$ cat config.mk
export PLATFORM = sky130hd
export DESIGN_NAME = draw_score_bcd
export DESIGN_NICKNAME = d
export VERILOG_FILES = /design/src/rtl/game_pkg.sv /design/src/rtl/draw_score_bcd_bcd_counter.sv /design/src/rtl/draw_score_bcd.sv
export SDC_FILE = /design/constraint.sdc
export NUM_CORES = 1
export LEC_CHECK = 0
export BUFFER_PORTS_ARGS = -buffer_cell sky130_fd_sc_hd__buf_4
export CAP_MARGIN = 20
export CORE_ASPECT_RATIO = 1.1
export CORE_UTILIZATION = 40
export DETAILED_ROUTE_END_ITERATION = 8
export GPL_TIMING_DRIVEN = 0
export PLACE_DENSITY = 0.61
export SETUP_SLACK_MARGIN = 0.5
export SYNTH_ARGS = -nofsm -noshare
export SYNTH_HDL_FRONTEND = slang
export SYNTH_SLANG_ARGS = --single-unit
$ cat constraint.sdc
create_clock -name Clk50 -period 5.8 [get_ports Clk50]
set_input_delay 0.87 -clock Clk50 [delete_from_list [all_inputs] [get_ports Clk50]]
set_output_delay 0.87 -clock Clk50 [all_outputs]
set_load 0.03 [all_outputs]
$ cat src/rtl/game_pkg.sv
// Shared game-wide encodings, sprite ROM layout constants and BCD helpers.
package game_pkg;

  typedef enum logic [1:0] {
    GS_IDLE = 2'b00,
    GS_RUN  = 2'b01,
    GS_OVER = 2'b10
  } game_state_e;

  localparam int NUM_BASE_ADDR    = 168215;
  localparam int DIGIT_W_PX       = 18;
  localparam int DIGIT_H_PX       = 21;
  localparam int PREFIX_BASE_ADDR = 84217;
  localparam int PREFIX_W_PX      = 38;
  localparam int PREFIX_X_PX      = 340;

  // Single-digit BCD add of a carry-in; returns {carry_out, digit}.
  function automatic logic [4:0] bcd_digit_inc(input logic [3:0] d, input logic cin);
    logic [4:0] r;
    if (!cin) begin
      r = {1'b0, d};
    end else if (d == 4'd9) begin
      r = {1'b1, 4'd0};
    end else begin
      r = {1'b0, d + 4'd1};
    end
    return r;
  endfunction

endpackage

$ cat src/rtl/draw_score_bcd_bcd_counter.sv
// Multi-digit BCD counter with ripple carry, wrap to zero, clear and load.
module bcd_counter
  import game_pkg::*;
#(
  parameter int NUM_DIGITS = 5
) (
  input  logic                    Clk50,
  input  logic                    Reset,
  input  logic                    inc,
  input  logic                    clr,
  input  logic                    load,
  input  logic [4*NUM_DIGITS-1:0] load_val,
  output logic [4*NUM_DIGITS-1:0] value
);

  logic [4*NUM_DIGITS-1:0] next_s;

  // Ripple the increment carry from the least significant digit upward.
  always_comb begin : ripple
    logic       c;
    logic [4:0] r;
    c      = inc;
    r      = 5'd0;
    next_s = value;
    for (int i = 0; i < NUM_DIGITS; i++) begin
      r                = bcd_digit_inc(value[4*i +: 4], c);
      next_s[4*i +: 4] = r[3:0];
      c                = r[4];
    end
  end

  // Clear beats load beats increment; the final carry is dropped so all-9s wraps.
  always_ff @(posedge Clk50 or posedge Reset) begin
    if (Reset) begin
      value <= '0;
    end else if (clr) begin
      value <= '0;
    end else if (load) begin
      value <= load_val;
    end else begin
      value <= next_s;
    end
  end

endmodule

$ cat src/rtl/draw_score_bcd.sv
// Score keeping (current/high BCD scores, milestone blink) and sprite hit test
// for the score row, with one registered cycle from WriteX/WriteY to outputs.
module draw_score_bcd
  import game_pkg::*;
#(
  parameter int NUM_DIGITS     = 5,
  parameter int LOC_X          = 380,
  parameter int LOC_Y          = 20,
  parameter int PITCH          = 20,
  parameter int DIGIT_W        = DIGIT_W_PX,
  parameter int DIGIT_H        = DIGIT_H_PX,
  parameter int NUM_BASE       = NUM_BASE_ADDR,
  parameter int PREFIX_EN      = 1,
  parameter int PREFIX_BASE    = PREFIX_BASE_ADDR,
  parameter int PREFIX_W       = PREFIX_W_PX,
  parameter int PREFIX_X       = PREFIX_X_PX,
  parameter int FRAMES_PER_INC = 10,
  parameter int BLINK_FRAMES   = 60
) (
  input  logic                    Clk50,
  input  logic                    Reset,
  input  logic                    frame_tick,
  input  logic [1:0]              Game_State,
  input  logic                    Dead,
  input  logic                    show_hi,
  input  logic [9:0]              WriteX,
  input  logic [9:0]              WriteY,
  output logic [2:0]              score_on_wr,
  output logic [17:0]             address,
  output logic [4*NUM_DIGITS-1:0] score_bcd,
  output logic [4*NUM_DIGITS-1:0] hscore_bcd
);

  localparam int SW    = 4 * NUM_DIGITS;
  localparam int LOW_W = (NUM_DIGITS >= 2) ? 8 : 4;
  localparam logic [7:0] NINES = 8'h99;

  logic [1:0]    prev_state_r;
  logic          death_prev_r;
  logic [7:0]    frame_cnt_r;
  logic [7:0]    blink_r;
  logic          start_s, run_s, inc_s, milestone_s, death_s, death_rise_s, suppress_s;
  logic [SW-1:0] sel_s;
  logic          found_s, y_in_s;
  logic [3:0]    digit_s;
  logic [2:0]    on_s;
  int            addr_i, wx_i, wy_i, bx_i;

  assign start_s      = (Game_State == GS_RUN) && (prev_state_r == GS_IDLE);
  assign run_s        = (Game_State == GS_RUN) && !Dead;
  assign inc_s        = run_s && frame_tick && (frame_cnt_r == 8'(FRAMES_PER_INC));
  assign milestone_s  = inc_s && !start_s && (score_bcd[LOW_W-1:0] == NINES[LOW_W-1:0]);
  assign death_s      = Dead || (Game_State == GS_OVER);
  assign death_rise_s = death_s && !death_prev_r;
  assign suppress_s   = (blink_r != 8'd0) && !show_hi && blink_r[3];
  assign sel_s        = show_hi ? hscore_bcd : score_bcd;

  bcd_counter #(.NUM_DIGITS(NUM_DIGITS)) u_score (
    .Clk50    (Clk50),
    .Reset    (Reset),
    .inc      (inc_s),
    .clr      (start_s),
    .load     (1'b0),
    .load_val ({SW{1'b0}}),
    .value    (score_bcd)
  );

  // Game-state edge detectors, frame pacing, milestone blink and high score.
  always_ff @(posedge Clk50 or posedge Reset) begin
    if (Reset) begin
      prev_state_r <= GS_IDLE;
      death_prev_r <= 1'b0;
      frame_cnt_r  <= 8'd1;
      blink_r      <= 8'd0;
      hscore_bcd   <= '0;
    end else begin
      prev_state_r <= Game_State;
      death_prev_r <= death_s;
      if (start_s) begin
        frame_cnt_r <= 8'd1;
      end else if (run_s && frame_tick) begin
        frame_cnt_r <= (frame_cnt_r == 8'(FRAMES_PER_INC)) ? 8'd1 : frame_cnt_r + 8'd1;
      end else begin
        frame_cnt_r <= frame_cnt_r;
      end
      if (milestone_s) begin
        blink_r <= 8'(BLINK_FRAMES);
      end else if (frame_tick && (blink_r != 8'd0)) begin
        blink_r <= blink_r - 8'd1;
      end else begin
        blink_r <= blink_r;
      end
      // BCD packs in decimal order, so a plain unsigned compare ranks scores.
      if (death_rise_s && (score_bcd > hscore_bcd)) begin
        hscore_bcd <= score_bcd;
      end else begin
        hscore_bcd <= hscore_bcd;
      end
    end
  end

  assign wx_i   = int'(WriteX);
  assign wy_i   = int'(WriteY);
  assign y_in_s = (wy_i >= LOC_Y) && (wy_i < LOC_Y + DIGIT_H);

  // Pixel hit test: lowest digit wins, prefix only where no digit box hits.
  always_comb begin
    on_s    = 3'd0;
    addr_i  = 0;
    found_s = 1'b0;
    digit_s = 4'd0;
    bx_i    = 0;
    for (int k = 1; k <= NUM_DIGITS; k++) begin
      if (!found_s && y_in_s && (wx_i >= LOC_X + (k-1)*PITCH) &&
          (wx_i < LOC_X + (k-1)*PITCH + DIGIT_W)) begin
        found_s = 1'b1;
        bx_i    = LOC_X + (k-1)*PITCH;
        on_s    = 3'(k);
        digit_s = sel_s[4*(NUM_DIGITS-k) +: 4];
        addr_i  = NUM_BASE + int'(digit_s)*DIGIT_W*DIGIT_H + (wy_i - LOC_Y)*DIGIT_W + (wx_i - bx_i);
      end else begin
        found_s = found_s;
      end
    end
    if (!found_s && (PREFIX_EN != 0) && y_in_s && (wx_i >= PREFIX_X) && (wx_i < PREFIX_X + PREFIX_W)) begin
      on_s   = 3'd7;
      addr_i = PREFIX_BASE + (wy_i - LOC_Y)*PREFIX_W + (wx_i - PREFIX_X);
    end else if (found_s && suppress_s) begin
      on_s   = 3'd0;
      addr_i = 0;
    end else begin
      on_s = on_s;
    end
  end

  // Output register: fixed one-cycle latency from the pixel coordinates.
  always_ff @(posedge Clk50 or posedge Reset) begin
    if (Reset) begin
      score_on_wr <= 3'd0;
      address     <= 18'd0;
    end else begin
      score_on_wr <= on_s;
      address     <= 18'(addr_i);
    end
  end

endmodule

### Word-level counts from Yosys, hierarchy flattened

Index checks and enable logic that the tools add are counted.

* $lt $le $gt $ge: 15
* multipliers: 12
* mux-type cells: 36
* eq/ne operators: 9
* reduce and logical (&&, ||, !) cells: 49
* add/sub/neg operators: 31

Operator list (count)
* 2-to-1 mux 18 bit: 7
* adder 18 x 11 -> 18 bit: 6
* adder 18 x 14 -> 18 bit, first input constant: 5
* adder 18 x 17 -> 18 bit: 5
* subtractor 10 x 9 -> 11 bit, second input constant: 6
* multiplier 8 x 5 -> 13 bit, second input constant: 5
* greater-or-equal comparator 10 x 9 -> 1 bit, second input constant: 6
* less-than comparator 10 x 9 -> 1 bit, second input constant: 6
* multiplier 4 x 4 -> 8 bit, second input constant: 5
* 2-to-1 mux 20 bit: 2
* 2-to-1 mux 5 bit: 8
* 2-to-1 mux 8 bit: 5
* logical AND 1 bit: 30
* adder 4 x 1 -> 4 bit, second input constant: 5
* == test 4 bit, second input constant: 5
* > comparator 20 bit: 1
* adder 18 bit, first input constant: 1
* 2-to-1 mux 3 bit: 6
* multiplier 11 x 6 -> 17 bit, second input constant: 1
* multiplier 11 x 5 -> 16 bit, second input constant: 1
* nonzero test 2 bit: 7
* subtractor 10 x 5 -> 11 bit, second input constant: 1
* greater-or-equal comparator 10 x 5 -> 1 bit, second input constant: 1
* less-than comparator 10 x 6 -> 1 bit, second input constant: 1
* 12 further kinds: 26

* bits of input ports: 27
* output and inout port bits: 61
* logic and storage cells: 164
* flip-flop bits (word level): 80

### Logic depth before layout (Yosys ltp)

* depth in word-level cells: 30
* mapped depth: 34
* mapped depth without buffers: 31

### By module

A second synthesis with hierarchy kept.

* cell total of the unflattened synthesis: 2086
* area total of the unflattened synthesis: 18003.5 um2

By module, submodules not included
* draw_score_bcd: times used 1, cells an instance 1927, area an instance 16624.7 um2, sequential area each 1502.7 um2
* bcd_counter: times used 1, cells an instance 159, area an instance 1378.8 um2, sequential area each 500.5 um2

### Worst setup path before layout

Ideal clock, no wire load.

* path kind: input to register
* start point: in show_hi
* end point: reg address[16]
* data required time: 5.662 ns
* path slack: -1.755 ns
* data arrival time: 7.417 ns
* stages on the path: 31
* buffers on the path: 2
* setup time: 0.138 ns
* cell sequence: clkbuf_1 -> buf_1 -> mux2_2 -> ha_1 -> ha_1 -> ha_1 -> ha_1 -> ha_1 -> inv_1 -> fa_1 -> inv_1 -> ha_1 -> a21oi_1 -> nor2b_1 -> o21a_1 -> o21ai_0 -> nand2b_1 -> a21oi_1 -> xnor2_1 -> fa_1 -> ha_1 -> ha_1 -> nand2_1 -> o21ai_0 -> a211oi_2 -> o21bai_1 -> a21oi_1 -> xor2_1 -> nor2_1 -> a2111oi_0 -> o32ai_1

RTL lines
* start: declaration: line draw_score_bcd.sv:25 `input logic show_hi,`
* end signal: assignment: line draw_score_bcd.sv:143 `address <= 18'(addr_i);`
* end: declaration: line draw_score_bcd.sv:29 `output logic [17:0] address,`

==> results.txt <==
----------------------------------------------------
[Floorplanning]
  Initial core utilization ... between 40% and 50%
  Width of the die ... 203 um
  Die Ht ... 223 um
  Die Area ... 45400 um^2
  Row count ... 80
  Top Ports ... 88
  Core region area ... 43600 um^2

[STA]
  Setup TNS after final layout ... -5430 ps
  Final period utilization ... 116%
  Headroom to the max-slew limit ... 26.8%
  RSZ-0062 raised after global routing ... true
  Worst Clk Skew ... 17.8 ps
  Final worst setup slack ... -905 ps
  Final Max Slew Viols ... 0
  Finish-stage setup viols ... 9
  Minimum period implied by the final worst setup slack ... 6710 ps
  Achievable Freq ... about 150 MHz
  Hold violation count in the final report ... 0
  Worst-Margin Slew ... 1090 ps

[Min path]
  Hold crit path type ... input port to async pin

[Detailed routing]
  Vias/cell ... 5.45
  Routed Wire Length ... between 50000 and 60000 um
  Routed wirelength normalized by instance count ... 19.1 um
  Post-DRT Antenna Nets ... 0
  First-iteration detailed-routing DRC count ... 687
  Post-route DRC violation count ... 0
  First-pass detailed-route iteration total ... 5
  Vias ... 15179

[Placed design]
  Number of placed instances with taps included ... 2704
  Minimum setup slack after placement ... -2510 ps
  Number of port buffers ... 84
  Half-perimeter wire length after placement ... around 43000 um
  Weighted congestion at the end of routability-driven global placement ... roughly 0.96

[Finish]
  Non-filler cells in the finished layout ... 2787
  Filler Cells Inserted ... 3972
  Sequential cell area ... 2000 um^2
  Core Util, Final ... 52.1%
  Area Overhead vs Synth ... 27.7%
  Fraction of layout cells with a size suffix above 1 ... 26.1%
  Area of the multi-input gates ... 17000 um^2
  Final net count ... 2766

[Yosys]
  Yosys synthesis warning count ... 0
  Syn Area/Cell ... 8.71 um^2
  Number of library cell types mapped by synthesis ... 92
  Cell area after synthesis ... 17800 um^2
  Number of register bits inferred by synthesis ... 80
  Number of enable flip-flop cells after synthesis ... 0
  FFs w/ async S/R, synth ... 100%
  Biggest area contributors in the synthesized netlist ... sky130_fd_sc_hd__ha_1 30%, sky130_fd_sc_hd__fa_1 11%, sky130_fd_sc_hd__dfrtp_1 11%
  Cell taking the most area after synthesis ... sky130_fd_sc_hd__ha_1
  Most used flip-flop cell after synthesis ... sky130_fd_sc_hd__dfrtp_1
  Most used standard cells in the synthesized netlist ... 434 x sky130_fd_sc_hd__ha_1, 342 x sky130_fd_sc_hd__inv_1, 115 x sky130_fd_sc_hd__nor2_1
  Top-area cell type share of the netlist area ... 30.5%
  Mapped Cells ... 2045
  Dominant cell by count in the synthesized netlist ... sky130_fd_sc_hd__ha_1
  Post-synthesis sequential area ratio ... between 10% and 20%
  Number of nets in the synthesized netlist ... ~2600

[Run]
  Max-cap viol count ... 0

[Status]
  Run status ... finished with violations
  Violated checks ... negative setup slack

[Global routing]
  Antenna violations before repair ... 2
  Maximum number of pins on one net before global-route repair ... 44
  Via count of the first global-routing pass ... 15504
  All-Layer GR Usage ... 23.7%
  Wire length of the first global-routing pass ... 83200 um
  Total congestion overflow ... 0

[Worst setup path]
  Cell with the largest stage delay on the worst path ... sky130_fd_sc_hd__fa_1
  Number of cells on the worst reg-to-reg path ... 30
  Maximum fanout along the worst path ... 6
  Worst R2R Start ... u_score.value[11]$_DFFE_PP0P_
  RR Endpoint ... address[16]$_DFF_PP0_
  Element type at the critical path start ... input port
  Biggest cell delay along the critical path ... around 500 ps
  Startpoint of the worst setup timing path ... show_hi
  Required @ worst endpoint ... 6070 ps
  Worst reg2reg setup slack ... -570 ps
  Endpoint of the most critical setup path ... address[17]$_DFF_PP0_
  Crit end category ... flop
  Data arrival time of the worst path ... around 7000 ps
  Cell repeated most along the worst path ... sky130_fd_sc_hd__ha_4
  Critical Setup Path Class ... input port to flop

[Power and ir drop]
  Static power due to leakage ... 0.0112 uW
  Worst IR drop on VDD ... 0.000838 V
  PD cells ... 556 nW/um^2
  Overall power of the completed layout ... around 13000 uW

[CTS]
  CTS tree ... done
  Clock-pin slew of the registers on the worst-case setup and hold paths ... 90 ps
  Worst skew pair latency ... between 300 and 400 ps
  Clk buf depth ... 2
  Root cell of the clock tree ... sky130_fd_sc_hd__clkbuf_16
  # clock sinks ... 80
  Number of buffers inserted by hold repair at cts ... 0
  Number of buffers added by the clock tree synthesis step ... 9
  Depth of the CTS H-tree ... 3

----------------------------------------------------
==> sequential cells by signal, indices dropped and copies added (netlist names) <==
register / count
frame_cnt_r: 8
address: 18
score_on_wr: 3
hscore_bcd: 20
u_score.value: 20
blink_r: 8
death_prev_r: 1
prev_state_r: 2
==> placed cells by master (no fill, tap or decap), types with 20 or more instances in the layout <==
cell type | netlist | final
sky130_fd_sc_hd__ha_1 | 434 | 336
sky130_fd_sc_hd__inv_1 | 342 | 291
sky130_fd_sc_hd__buf_4 | 2 | 140
sky130_fd_sc_hd__nor2_1 | 115 | 109
sky130_fd_sc_hd__ha_4 | 0 | 96
sky130_fd_sc_hd__fa_1 | 99 | 93
sky130_fd_sc_hd__nand2_1 | 98 | 90
sky130_fd_sc_hd__dfrtp_1 | 79 | 79
sky130_fd_sc_hd__xnor2_1 | 112 | 78
sky130_fd_sc_hd__a21oi_1 | 110 | 69
sky130_fd_sc_hd__xor2_1 | 80 | 63
sky130_fd_sc_hd__a21o_1 | 55 | 55
sky130_fd_sc_hd__o21ai_0 | 80 | 51
sky130_fd_sc_hd__inv_2 | 0 | 45
sky130_fd_sc_hd__a21oi_2 | 4 | 35
sky130_fd_sc_hd__nor3_1 | 33 | 31
sky130_fd_sc_hd__nand3_1 | 31 | 30
sky130_fd_sc_hd__nor2b_1 | 27 | 26
sky130_fd_sc_hd__xnor2_2 | 0 | 24
sky130_fd_sc_hd__nand2b_1 | 20 | 20
sky130_fd_sc_hd__mux2_2 | 22 | 20
==> worst min path at each step <==
stage | end | start
floorplan | blink_r[1]$_DFFE_PP0P_ | blink_r[1]$_DFFE_PP0P_
global placement | blink_r[5]$_DFFE_PP0P_ | blink_r[5]$_DFFE_PP0P_
detailed placement | blink_r[5]$_DFFE_PP0P_ | blink_r[5]$_DFFE_PP0P_
CTS | address[3]$_DFF_PP0_ | Reset
global route | blink_r[5]$_DFFE_PP0P_ | blink_r[5]$_DFFE_PP0P_
finish | address[3]$_DFF_PP0_ | Reset
==> where the power goes <==
part	leakage, uW	internal [uW]	total, uW	switching, uW
logic	0.0100	5170	11300	6140
registers	0.00108	638	728	89.9
clock network	0.000142	310	614	304
total	0.0112	6120	12600	6530
==> layout make-up <==
type                       instances  share of cell area (%)
inverter                         342                    5.73
clock buffer                      10                    1.05
buffer                            28                   0.847
sequential                        80                    8.81
multi-input combinational       1595                    74.8
antenna                            2                  0.0220
timing repair buffer             150                    5.41
clock inverter                     6                   0.220
tap                              574                    3.16
==> per-stage QoR <==
step                      cell area [um^2]  hold WS [ps]
final                                22700           533
after floorplan                      18800           503
after global placement               20200           526
after CTS                            21900           541
after detailed placement             20200           537
after global routing                 22700           570
==> metal layers <==
| layer | routed length (um) | track usage (%) | part of all wire [%] | vias up |
|---|---|---|---|---|
| met4 | 2210 | 10.2 | 4.1 | 0 |
| met2 | 26100 | 40.9 | 49 | 327 |
| met3 | 2090 | 2.50 | 3.9 | 106 |
| met1 | 22900 | 29.7 | 43 | 7383 |
| li1 | - | - | - | 7363 |
| met5 | 0 | 0 | 0 | - |
==> kinds of logic (layout without fill, tap and decap cells) <==
group,after synthesis,count (layout),synth area share [%]
other,0,2,0
adder cells (fa/ha/maj),533,533,41.6
XOR/XNOR,192,192,9.44
multiplexers,35,35,2.12
flip-flops,80,80,11.2
buffers and inverters,370,536,7.96
AO/OA/AOI/OAI,437,437,16.5
AND/OR/NAND/NOR,398,398,11.2
==> worst max-delay path, delay by kind of cell <==
kind                     cells  cell delay, ps
adder cells (fa/ha/maj)      9            2680
XOR/XNOR                     2             340
AND/OR/NAND/NOR              2             220
buffers and inverters        9             830
AO/OA/AOI/OAI                8            1700
multiplexers                 1             310
==> repair_timing <==
action,CTS,global route
endpoints found under the setup margin,13,12
cloned,1,0
setup buffers,47,17
gates resized for setup,177,113
pin swaps,118,83
hold endpoints to repair,0,0
No activity file was read; power rests on OpenSTA's default activity.
